<file path="src/rtl/piece_pkg.sv">
// piece_pkg: shared types and constants for the piece spawner.
//   Piece codes, FSM states, the per-piece/per-rotation 4x4 occupancy table,
//   and a helper that folds the out-of-range generator code onto piece I.
package piece_pkg;

  localparam int NUM_PIECES = 7;

  typedef enum logic [2:0] {
    P_I = 3'd0,
    P_O = 3'd1,
    P_T = 3'd2,
    P_S = 3'd3,
    P_Z = 3'd4,
    P_J = 3'd5,
    P_L = 3'd6
  } piece_e;

  typedef enum logic [1:0] {
    S_INIT   = 2'd0,   // fill the preview slot
    S_LOAD   = 2'd1,   // promote preview to active, refill preview
    S_ACTIVE = 2'd2    // a piece is in play
  } state_e;

  // 4x4 masks, row-major, bit 15 = row 0 col 0.
  // I uses the full 4x4 box, O never moves, the rest rotate in the
  // top-left 3x3 box (standard rotation-system layout).
  localparam logic [15:0] SHAPE_TABLE [NUM_PIECES][4] = '{
    '{16'h0F00, 16'h2222, 16'h00F0, 16'h4444},   // I
    '{16'h0660, 16'h0660, 16'h0660, 16'h0660},   // O
    '{16'h4E00, 16'h4640, 16'h0E40, 16'h4C40},   // T
    '{16'h6C00, 16'h4620, 16'h06C0, 16'h8C40},   // S
    '{16'hC600, 16'h2640, 16'h0C60, 16'h4C80},   // Z
    '{16'h8E00, 16'h6440, 16'h0E20, 16'h44C0},   // J
    '{16'h2E00, 16'h4460, 16'h0E80, 16'hC440}    // L
  };

  // The generator can emit 7; that code is treated as piece I.
  function automatic logic [2:0] sanitize_piece(input logic [2:0] code);
    logic [2:0] res;
    if (code == 3'd7) begin
      res = P_I;
    end else begin
      res = code;
    end
    return res;
  endfunction

endpackage

</file>
<file path="src/rtl/piece_shape_rom.sv">
// piece_shape_rom: combinational shape lookup.
//   Ports: piece (3b code), rotation (2b) -> shape (16b 4x4 mask).
//   An illegal piece code returns an empty mask.
module piece_shape_rom
  import piece_pkg::*;
(
  input  logic [2:0]  piece,
  input  logic [1:0]  rotation,
  output logic [15:0] shape
);

  always_comb begin
    shape = 16'h0000;
    if (piece != 3'd7) begin
      shape = SHAPE_TABLE[piece][rotation];
    end
  end

endmodule

</file>
<file path="src/rtl/piece_spawner.sv">
// piece_spawner: active/preview piece sequencer with rotation tracking.
//   Ports: clk, rst (sync, active-high); rand_piece, spawn_req, rotate_cw,
//   rotate_ccw in; cur_piece, next_piece, rotation, shape, valid, spawn_ack out.
//   Optional bag mode via macro PIECE_7BAG_EN: each group of 7 accepted
//   pieces is a permutation of all seven codes; repeats stall the load.
module piece_spawner
  import piece_pkg::*;
(
  input  logic        clk,
  input  logic        rst,
  input  logic [2:0]  rand_piece,
  input  logic        spawn_req,
  input  logic        rotate_cw,
  input  logic        rotate_ccw,
  output logic [2:0]  cur_piece,
  output logic [2:0]  next_piece,
  output logic [1:0]  rotation,
  output logic [15:0] shape,
  output logic        valid,
  output logic        spawn_ack
);

  state_e      state;
  state_e      state_nxt;

  logic [2:0]  cand;
  logic        accept;

  // Decodes from the output process.
  logic        load_preview;
  logic        promote;
  logic        rot_en;
  logic [1:0]  rot_nxt;

  logic [15:0] rom_shape;

  assign cand = sanitize_piece(rand_piece);

`ifdef PIECE_7BAG_EN
  // One bit per piece already dealt in the current bag.
  logic [6:0] bag;
  logic [6:0] bag_set;
  logic       take;

  assign accept  = ~bag[cand];
  assign bag_set = bag | (7'b000_0001 << cand);
  assign take    = load_preview;

  always_ff @(posedge clk) begin
    if (rst) begin
      bag <= 7'b000_0000;
    end else if (take) begin
      // Dealing the last unused piece empties the bag on the same edge.
      bag <= (&bag_set) ? 7'b000_0000 : bag_set;
    end
  end
`else
  assign accept = 1'b1;
`endif

  // ---------------------------------------------------------------------
  // FSM: state register
  // ---------------------------------------------------------------------
  always_ff @(posedge clk) begin
    if (rst) begin
      state <= S_INIT;
    end else begin
      state <= state_nxt;
    end
  end

  // ---------------------------------------------------------------------
  // FSM: next-state logic
  // ---------------------------------------------------------------------
  always_comb begin
    state_nxt = state;
    case (state)
      S_INIT: begin
        if (accept) begin
          state_nxt = S_LOAD;
        end
      end
      S_LOAD: begin
        if (accept) begin
          state_nxt = S_ACTIVE;
        end
      end
      S_ACTIVE: begin
        if (spawn_req) begin
          state_nxt = S_LOAD;
        end
      end
      default: begin
        state_nxt = S_INIT;
      end
    endcase
  end

  // ---------------------------------------------------------------------
  // FSM: output decodes
  // ---------------------------------------------------------------------
  always_comb begin
    load_preview = 1'b0;
    promote      = 1'b0;
    rot_en       = 1'b0;
    rot_nxt      = rotation;
    case (state)
      S_INIT: begin
        load_preview = accept;
      end
      S_LOAD: begin
        load_preview = accept;
        promote      = accept;
      end
      S_ACTIVE: begin
        // A spawn request wins over rotation; opposing rotations cancel.
        if (!spawn_req && (rotate_cw ^ rotate_ccw)) begin
          rot_en  = 1'b1;
          rot_nxt = rotate_cw ? (rotation + 2'd1) : (rotation - 2'd1);
        end
      end
      default: begin
        load_preview = 1'b0;
      end
    endcase
  end

  // ---------------------------------------------------------------------
  // Piece / rotation datapath
  // ---------------------------------------------------------------------
  always_ff @(posedge clk) begin
    if (rst) begin
      cur_piece  <= 3'd0;
      next_piece <= 3'd0;
      rotation   <= 2'd0;
      valid      <= 1'b0;
      spawn_ack  <= 1'b0;
    end else begin
      spawn_ack <= promote;
      if (load_preview) begin
        next_piece <= cand;
      end
      if (promote) begin
        cur_piece <= next_piece;
        rotation  <= 2'd0;
        valid     <= 1'b1;
      end else if ((state == S_ACTIVE) && spawn_req) begin
        valid <= 1'b0;
      end
      if (rot_en) begin
        rotation <= rot_nxt;
      end
    end
  end

  // ---------------------------------------------------------------------
  // Shape: straight from the registers, blanked while no piece is active.
  // ---------------------------------------------------------------------
  piece_shape_rom u_rom (
    .piece    (cur_piece),
    .rotation (rotation),
    .shape    (rom_shape)
  );

  assign shape = valid ? rom_shape : 16'h0000;

endmodule

</file>
<file path="config.mk">
export PLATFORM = sky130hd
export DESIGN_NAME = piece_spawner
export DESIGN_NICKNAME = d
export VERILOG_FILES = /design/src/rtl/piece_pkg.sv /design/src/rtl/piece_shape_rom.sv /design/src/rtl/piece_spawner.sv
export SDC_FILE = /design/constraint.sdc
export NUM_CORES = 1
export LEC_CHECK = 0
export CAP_MARGIN = 15
export CORE_ASPECT_RATIO = 1.75
export CORE_UTILIZATION = 25
export CTS_CLUSTER_DIAMETER = 40
export CTS_CLUSTER_SIZE = 8
export DETAILED_ROUTE_END_ITERATION = 10
export PLACE_DENSITY = 0.5
export SYNTH_ARGS = -nofsm -noshare
export SYNTH_HDL_FRONTEND = slang
export SYNTH_SLANG_ARGS = --single-unit
export TNS_END_PERCENT = 5
</file>
<file path="constraint.sdc">
create_clock -name clk -period 1.9 [get_ports clk]
set_input_delay 0.57 -clock clk [delete_from_list [all_inputs] [get_ports clk]]
set_output_delay 0.57 -clock clk [all_outputs]
set_load 0.1 [all_outputs]
</file>
## Word level (Yosys, flattened, before mapping)

Memory sizes are Yosys's and may differ from the RTL's.
Cells that the tools add are included.

- Equal/unequal tests: 7
- Muxes and demuxes: 21
- Bitwise gates (word level): 3
- $add $sub $neg: 2
- Reductions and logical operators: 8
- Magnitude comparators: 2

Operator list:

| kind | count |
|---|---|
| two-way mux 64 bit | 2 |
| two-way mux 16 bit | 4 |
| binary-select mux 16 bit (select 2 bit) | 1 |
| two-way mux 2 bit | 6 |
| two-way mux 1 bit | 6 |
| case mux 2 bit (3 select lines) | 1 |
| >= comparator 4 bit (second input constant) | 1 |
| != test 2 x 1 -> 1 bit (second input constant) | 2 |
| inverter 3 -> 4 bit | 1 |
| nonzero test 2 bit | 2 |
| == test 3 bit (second input constant) | 1 |
| >= comparator 3 bit (second input constant) | 1 |
| two-way mux 3 bit | 1 |
| != test 3 bit (second input constant) | 1 |
| inverter 2 -> 3 bit | 1 |
| AND reduction 3 bit | 1 |
| adder 2 x 1 -> 2 bit (second input constant) | 1 |
| == test 2 x 1 -> 1 bit (second input constant) | 1 |
| == test 2 bit (second input constant) | 1 |
| logical AND 1 bit | 2 |
| logical NOT 2 bit | 1 |
| != test 2 bit (second input constant) | 1 |
| OR reduction 2 bit | 1 |
| subtractor 2 x 1 -> 2 bit (second input constant) | 1 |
| 2 further kinds | 2 |

- Flip-flop bits (word level): 12
- Logic and storage cells: 50
- Output and inout port bits: 26
- Bits in read-only memories: 512
- Memories: 1
- Bits of input ports: 8

Memory list:

| name | words | bits a word | read ports | clocked after Yosys merged registers in | write ports | line | source |
|---|---|---|---|---|---|---|---|
| (no name shown) | 8 | 64 | 1 | 0 | 0 | piece_shape_rom.sv:15 | `shape = SHAPE_TABLE[piece][rotation];` |

## Depth between registers and ports, before layout

Gate-level depths: netlist (run 1).

- Word-level depth: 9
- Gate-level depth with buffers: 5
- Gate-level depth less buffers: 5

## Modules after synthesis

Synthesis (run 1) repeated with hierarchy kept, for this count alone.

- Cell total of the unflattened synthesis: 140
- Area, all modules: 1081.0 µm²

By module, submodules not included:

| module | instances | sequential area each (µm²) | cells an instance | area an instance (µm²) |
|---|---|---|---|---|
| piece_spawner | 1 | 240.2 | 69 | 588.1 |
| piece_shape_rom | 1 | 0.0 | 71 | 493.0 |

## Worst setup path after synthesis (run 1)

No wires, ideal clock.

- Path type: flip-flop to output port
- From: register cur_piece[1]
- To: output shape[9]
- Path slack: -2807 ps
- Path buffers: 0
- Arrival time: 4137 ps
- Data required time: 1330 ps
- Stages on the path, launching flop included: 6
- Cells stage by stage: dfxtp_1 > inv_1 > ha_1 > nor2_1 > a311oi_1 > a311oi_1

- Cells in the longest elaborated chain, start to end: 9
- Elaborated cells on any way between the ends: 10
- Those cells by class: eq/ne (1); mux (7); bitwise (1); memory (1)

Ends and longest elaborated chain:

| what | line | source |
|---|---|---|
| start: declaration | piece_spawner.sv:15 | `output logic [2:0] cur_piece,` |
| start signal: assignment | piece_spawner.sv:144 | `cur_piece <= next_piece;` |
| inverter 3 -> 4 bit (not written as such) | piece_shape_rom.sv:15 |  |
| memory read (8 x 64 bit) | -- |  |
| two-way mux 64 bit (not written as such) (2 in series) | piece_shape_rom.sv:15 |  |
| binary-select mux 16 bit (select 2 bit) | piece_shape_rom.sv:15 |  |
| two-way mux 16 bit (not written as such) (2 in series) | piece_shape_rom.sv:15 |  |
| two-way mux 16 bit (*) | piece_shape_rom.sv:14 | `if (piece != 3'd7) begin` |
| two-way mux 16 bit (*) | piece_spawner.sv:165 | `assign shape = valid ? rom_shape : 16'h0000;` |
| end: declaration | piece_spawner.sv:18 | `output logic [15:0] shape,` |

Mark *: on every way between the ends. The rest lies on a longest branch, timed or not. The select of a mux whose other input is x is not followed.

## Worst setup path in the final report (run 1)

- From: register cur_piece[1]
- To: output shape[6]

Same word-level chain as after synthesis.

==> results of run 1 <==
registers in the layout, indices dropped and copies added (netlist names):
register,cells
valid,1
next_piece,3
spawn_ack,1
cur_piece,3
state,2
rotation,2
Yosys cell counts:
library cell | number | share of area [%]
nor3b_1 | 1 | 0.77
mux2i_1 | 4 | 4.1
buf_2 | 1 | 0.51
o31ai_1 | 1 | 0.77
and2_1 | 2 | 1.3
dfxtp_1 | 12 | 25
buf_4 | 3 | 2.3
or3b_1 | 1 | 0.90
nand2b_1 | 3 | 1.9
nand2_1 | 11 | 4.2
o211a_1 | 2 | 2.1
o21ai_0 | 6 | 3.1
clkbuf_1 | 7 | 2.7
a311oi_1 | 3 | 2.7
or3b_4 | 1 | 1.2
xnor2_1 | 1 | 0.90
a31oi_1 | 2 | 1.3
o2111a_1 | 1 | 1.2
nor2b_1 | 2 | 1.3
xor2_1 | 1 | 0.90
a21boi_1 | 1 | 0.77
buf_6 | 1 | 1.2
inv_1 | 5 | 1.9
buf_1 | 1 | 0.39
a21oi_1 | 9 | 4.6
ha_1 | 6 | 7.7
o21a_1 | 2 | 1.5
or2_0 | 1 | 0.64
xor3_1 | 1 | 2.4
nand3b_1 | 3 | 2.3
o211ai_1 | 3 | 2.3
nand3_1 | 3 | 1.5
nor2_1 | 10 | 3.9
nor3_1 | 2 | 1.0
a211o_1 | 3 | 2.7
a211oi_1 | 5 | 3.9
conb_1 | 1 | 0.39
or3_1 | 3 | 1.9
power groups by stage:
| stage | clock (mW) | combinational, mW | sequential (mW) |
|---|---|---|---|
| after CTS | 0.278 | 0.452 | 0.286 |
| final | 0.275 | 0.458 | 0.287 |
| after global placement | 0 | 0.445 | 0.290 |
| after global routing | 0.293 | 0.478 | 0.289 |
| after floorplan | 0 | 0.228 | 0.359 |
| after detailed placement | 0 | 0.448 | 0.290 |
path summary, 6_finish.rpt:
| kind | cells after the start | slack [ps] | from | to |
|---|---|---|---|---|
| min | 2 | 520 | next_piece[2] | next_piece[2] |
| min reg2reg | 2 | 520 | next_piece[2] | next_piece[2] |
| max | 6 | -320 | cur_piece[1] | shape[6] |
| max reg2reg | 5 | 400 | rotation[1] | rotation[1] |
worst register-to-register path: stages (launching register included):
cell     delay, ps
dfxtp_4        340
buf_12         150
buf_4          150
xor3_1         320
or3_1          310
a21oi_1        140
layer usage:
metal / track usage [%] / vias up / part of all wire (%)
li1: - / 530 / -
met1: 12.0 / 507 / 33
met2: 30.4 / 30 / 60
met3: 2.17 / 8 / 3.0
met4: 8.29 / 0 / 3.6
met5: 0 / - / 0
per-stage QoR:
step / area [sq um] / TNS (ps)
2_1_floorplan: 1170 / -7270
3_3_place_gp: 1820 / -937
3_5_place_dp: 1820 / -1130
4_1_cts: 1900 / -3490
5_1_grt: 1960 / -3790
6_report: 1960 / -3010
cell families after synthesis:
| kind of cell | share of synthesized area, % |
|---|---|
| and+or+nand+nor | 22.9 |
| AOI/OAI and AO/OA | 26.9 |
| buffers and inverters | 9.01 |
| DFF | 24.7 |
| adders and majority gates | 7.72 |
| muxes | 4.12 |
| xor gates and xnor gates | 4.25 |
| other | 0.386 |
layout by cell type, fill, tap and decap left out, types with 4 or more instances in the layout:
cell             instances
buf_4                   21
a21oi_1                  8
ha_4                     4
mux2i_1                  4
a211oi_1                 4
clkbuf_8                 4
nor2_1                   7
dfxtp_4                  5
buf_12                  24
dfxtp_1                  6
o21ai_0                  5
clkdlybuf4s50_1          7
nand2_1                 11
timing repair:
action / CTS / global route
setup buffers: 1 / 0
endpoints found under the setup margin: 13 / 13
resized for setup: 5 / 12
pin swaps: 7 / 5
cell type report:
type | instances | area [sq um] | area share, %
sequential | 12 | 260 | 13.3
timing repair buffer | 53 | 719 | 36.7
tap | 46 | 57.6 | 2.94
clock buffer | 4 | 55.1 | 2.81
inverter | 5 | 33.8 | 1.72
multi-input combinational | 97 | 833 | 42.5
==> impl_metrics.csv, run 1 <==
group,metric,value,unit
setup_path,worstPathCellList,"inv_6 -> ha_4 -> or3b_1 -> a21oi_2 -> o21a_2 -> buf_12",
grt,grt_pass1_vias,1092,
placement,port_buffers,30,
placement,place_worst_setup_slack,-177,ps
timing,finClkSkew,5.31,ps
final_layout,n_fill_cell,337,
power_and_ir_drop,clockPowerShare,27.0,%
timing,clock.fmax,449,MHz
grt,antenna_found_initial,0,
synthesis,synth-seq-area-share,24.7,%
synthesis,ys_warn_count,0,
setup_path,max_stage_delay,380,ps
floorplan,rows,29,
final_layout,antenna_cells,0,
clock_network,worstSkewPairLatency,240,ps
power_and_ir_drop,leakagePower,0.753,nW
timing,period_needed,2220,ps
power_and_ir_drop,power_frac_comb,44.9,%
clock_network,cts.sinks,12,
route,drt-initial-drc-count,16,
route,antenna_left,0,
power_and_ir_drop,power.total,1.02,mW
route,viasPerCell,4.95,
route,finalWirelength,2.87,mm
power_and_ir_drop,switching_share,39.5,%
grt,grt_pass1_wl,4.78,mm
timing,final-setup-viol-count,13,
power_and_ir_drop,internal_power,0.617,mW
route,wire_per_inst,13.2,um
setup_path,crit_fanout,6,
flow_run,cap_violations,0,
setup_path,critPathRequiredTime,1330,ps
synthesis,synthesis.instances,125,
timing,setup_slack,-325,ps
clock_network,cts_tree,"yes",
timing,fin_crit_sh,117,%
placement,dp_hpwl,2.44,mm
power_and_ir_drop,ir_drop,0.000530,V
clock_network,h-tree-depth,1,
status,violations,"setup timing",
final_layout,fin_util,53.5,%
setup_path,crit_arrival,1650,ps
final_layout,areaGrowthSynthToFinish,102,%
grt,grt_max_degree,17,
clock_network,cts_buffers,3,
setup_path,path_delay_family,"flip-flops",
setup_path,cp-end-kind,"output port",
setup_path,startpoint_type,"register",
floorplan,core_area,0.00366,sq mm
clock_network,ctsHoldBuffers,0,
setup_path,slowest_stage,"dfxtp_4",
floorplan,die_w,49.1,um
route,vias,1075,
synthesis,syn_area_per_cell,7.78,sq um
synthesis,yosysUniqueCellTypes,38,
grt,grt_overflow,0,
placement,place_congestion,0.890,
timing,timing_max_transition_violations_final,0,
final_layout,finalNonFillerCells,217,
status,outcome,"finished with violations",
clock_network,cts-root-buf,"clkbuf_8",
placement,dp.cells,212,
power_and_ir_drop,power_density,521,mW/mm^2
synthesis,netlist_area,972,sq um
grt,grt.total_usage,14.6,%
timing,hold_viol,0,
floorplan,initial_core_util,26.5,%
clock_network,clk_pin_slew,60,ps
synthesis,yosys_register_bits,12,
setup_path,critPathKind,"reg2out",
clock_network,clockBufferDepth,2,
route,drt_first_pass_iters,4,
floorplan,dieHeight,84.5,um
worst_hold_path,hp-class,"reg2reg",
final_layout,drive_above_1_share,49.7,%
route,drc,0,
floorplan,dieArea,0.00415,sq mm
setup_path,path_buf_inv,2,
final_layout,finalNetCount,186,
timing,holdWs,515,ps
floorplan,io_pins,34,
power_and_ir_drop,pwr-share-seq,28.1,%
timing,rsz0062_at_grt,"yes",
power_and_ir_drop,power_switching,0.403,mW
Note: power is estimated with default switching activity, not from simulation.
==> run 2: changes to the inputs <==
--- a/config.mk
+++ b/config.mk
@@ -5,7 +5,6 @@
 export SDC_FILE = /design/constraint.sdc
 export NUM_CORES = 1
 export LEC_CHECK = 0
-export CAP_MARGIN = 15
 export CORE_ASPECT_RATIO = 1.75
 export CORE_UTILIZATION = 25
 export CTS_CLUSTER_DIAMETER = 40
==> results of run 2 <==
Same layout as run 1: the final DEF is identical, and so are final timing and power.
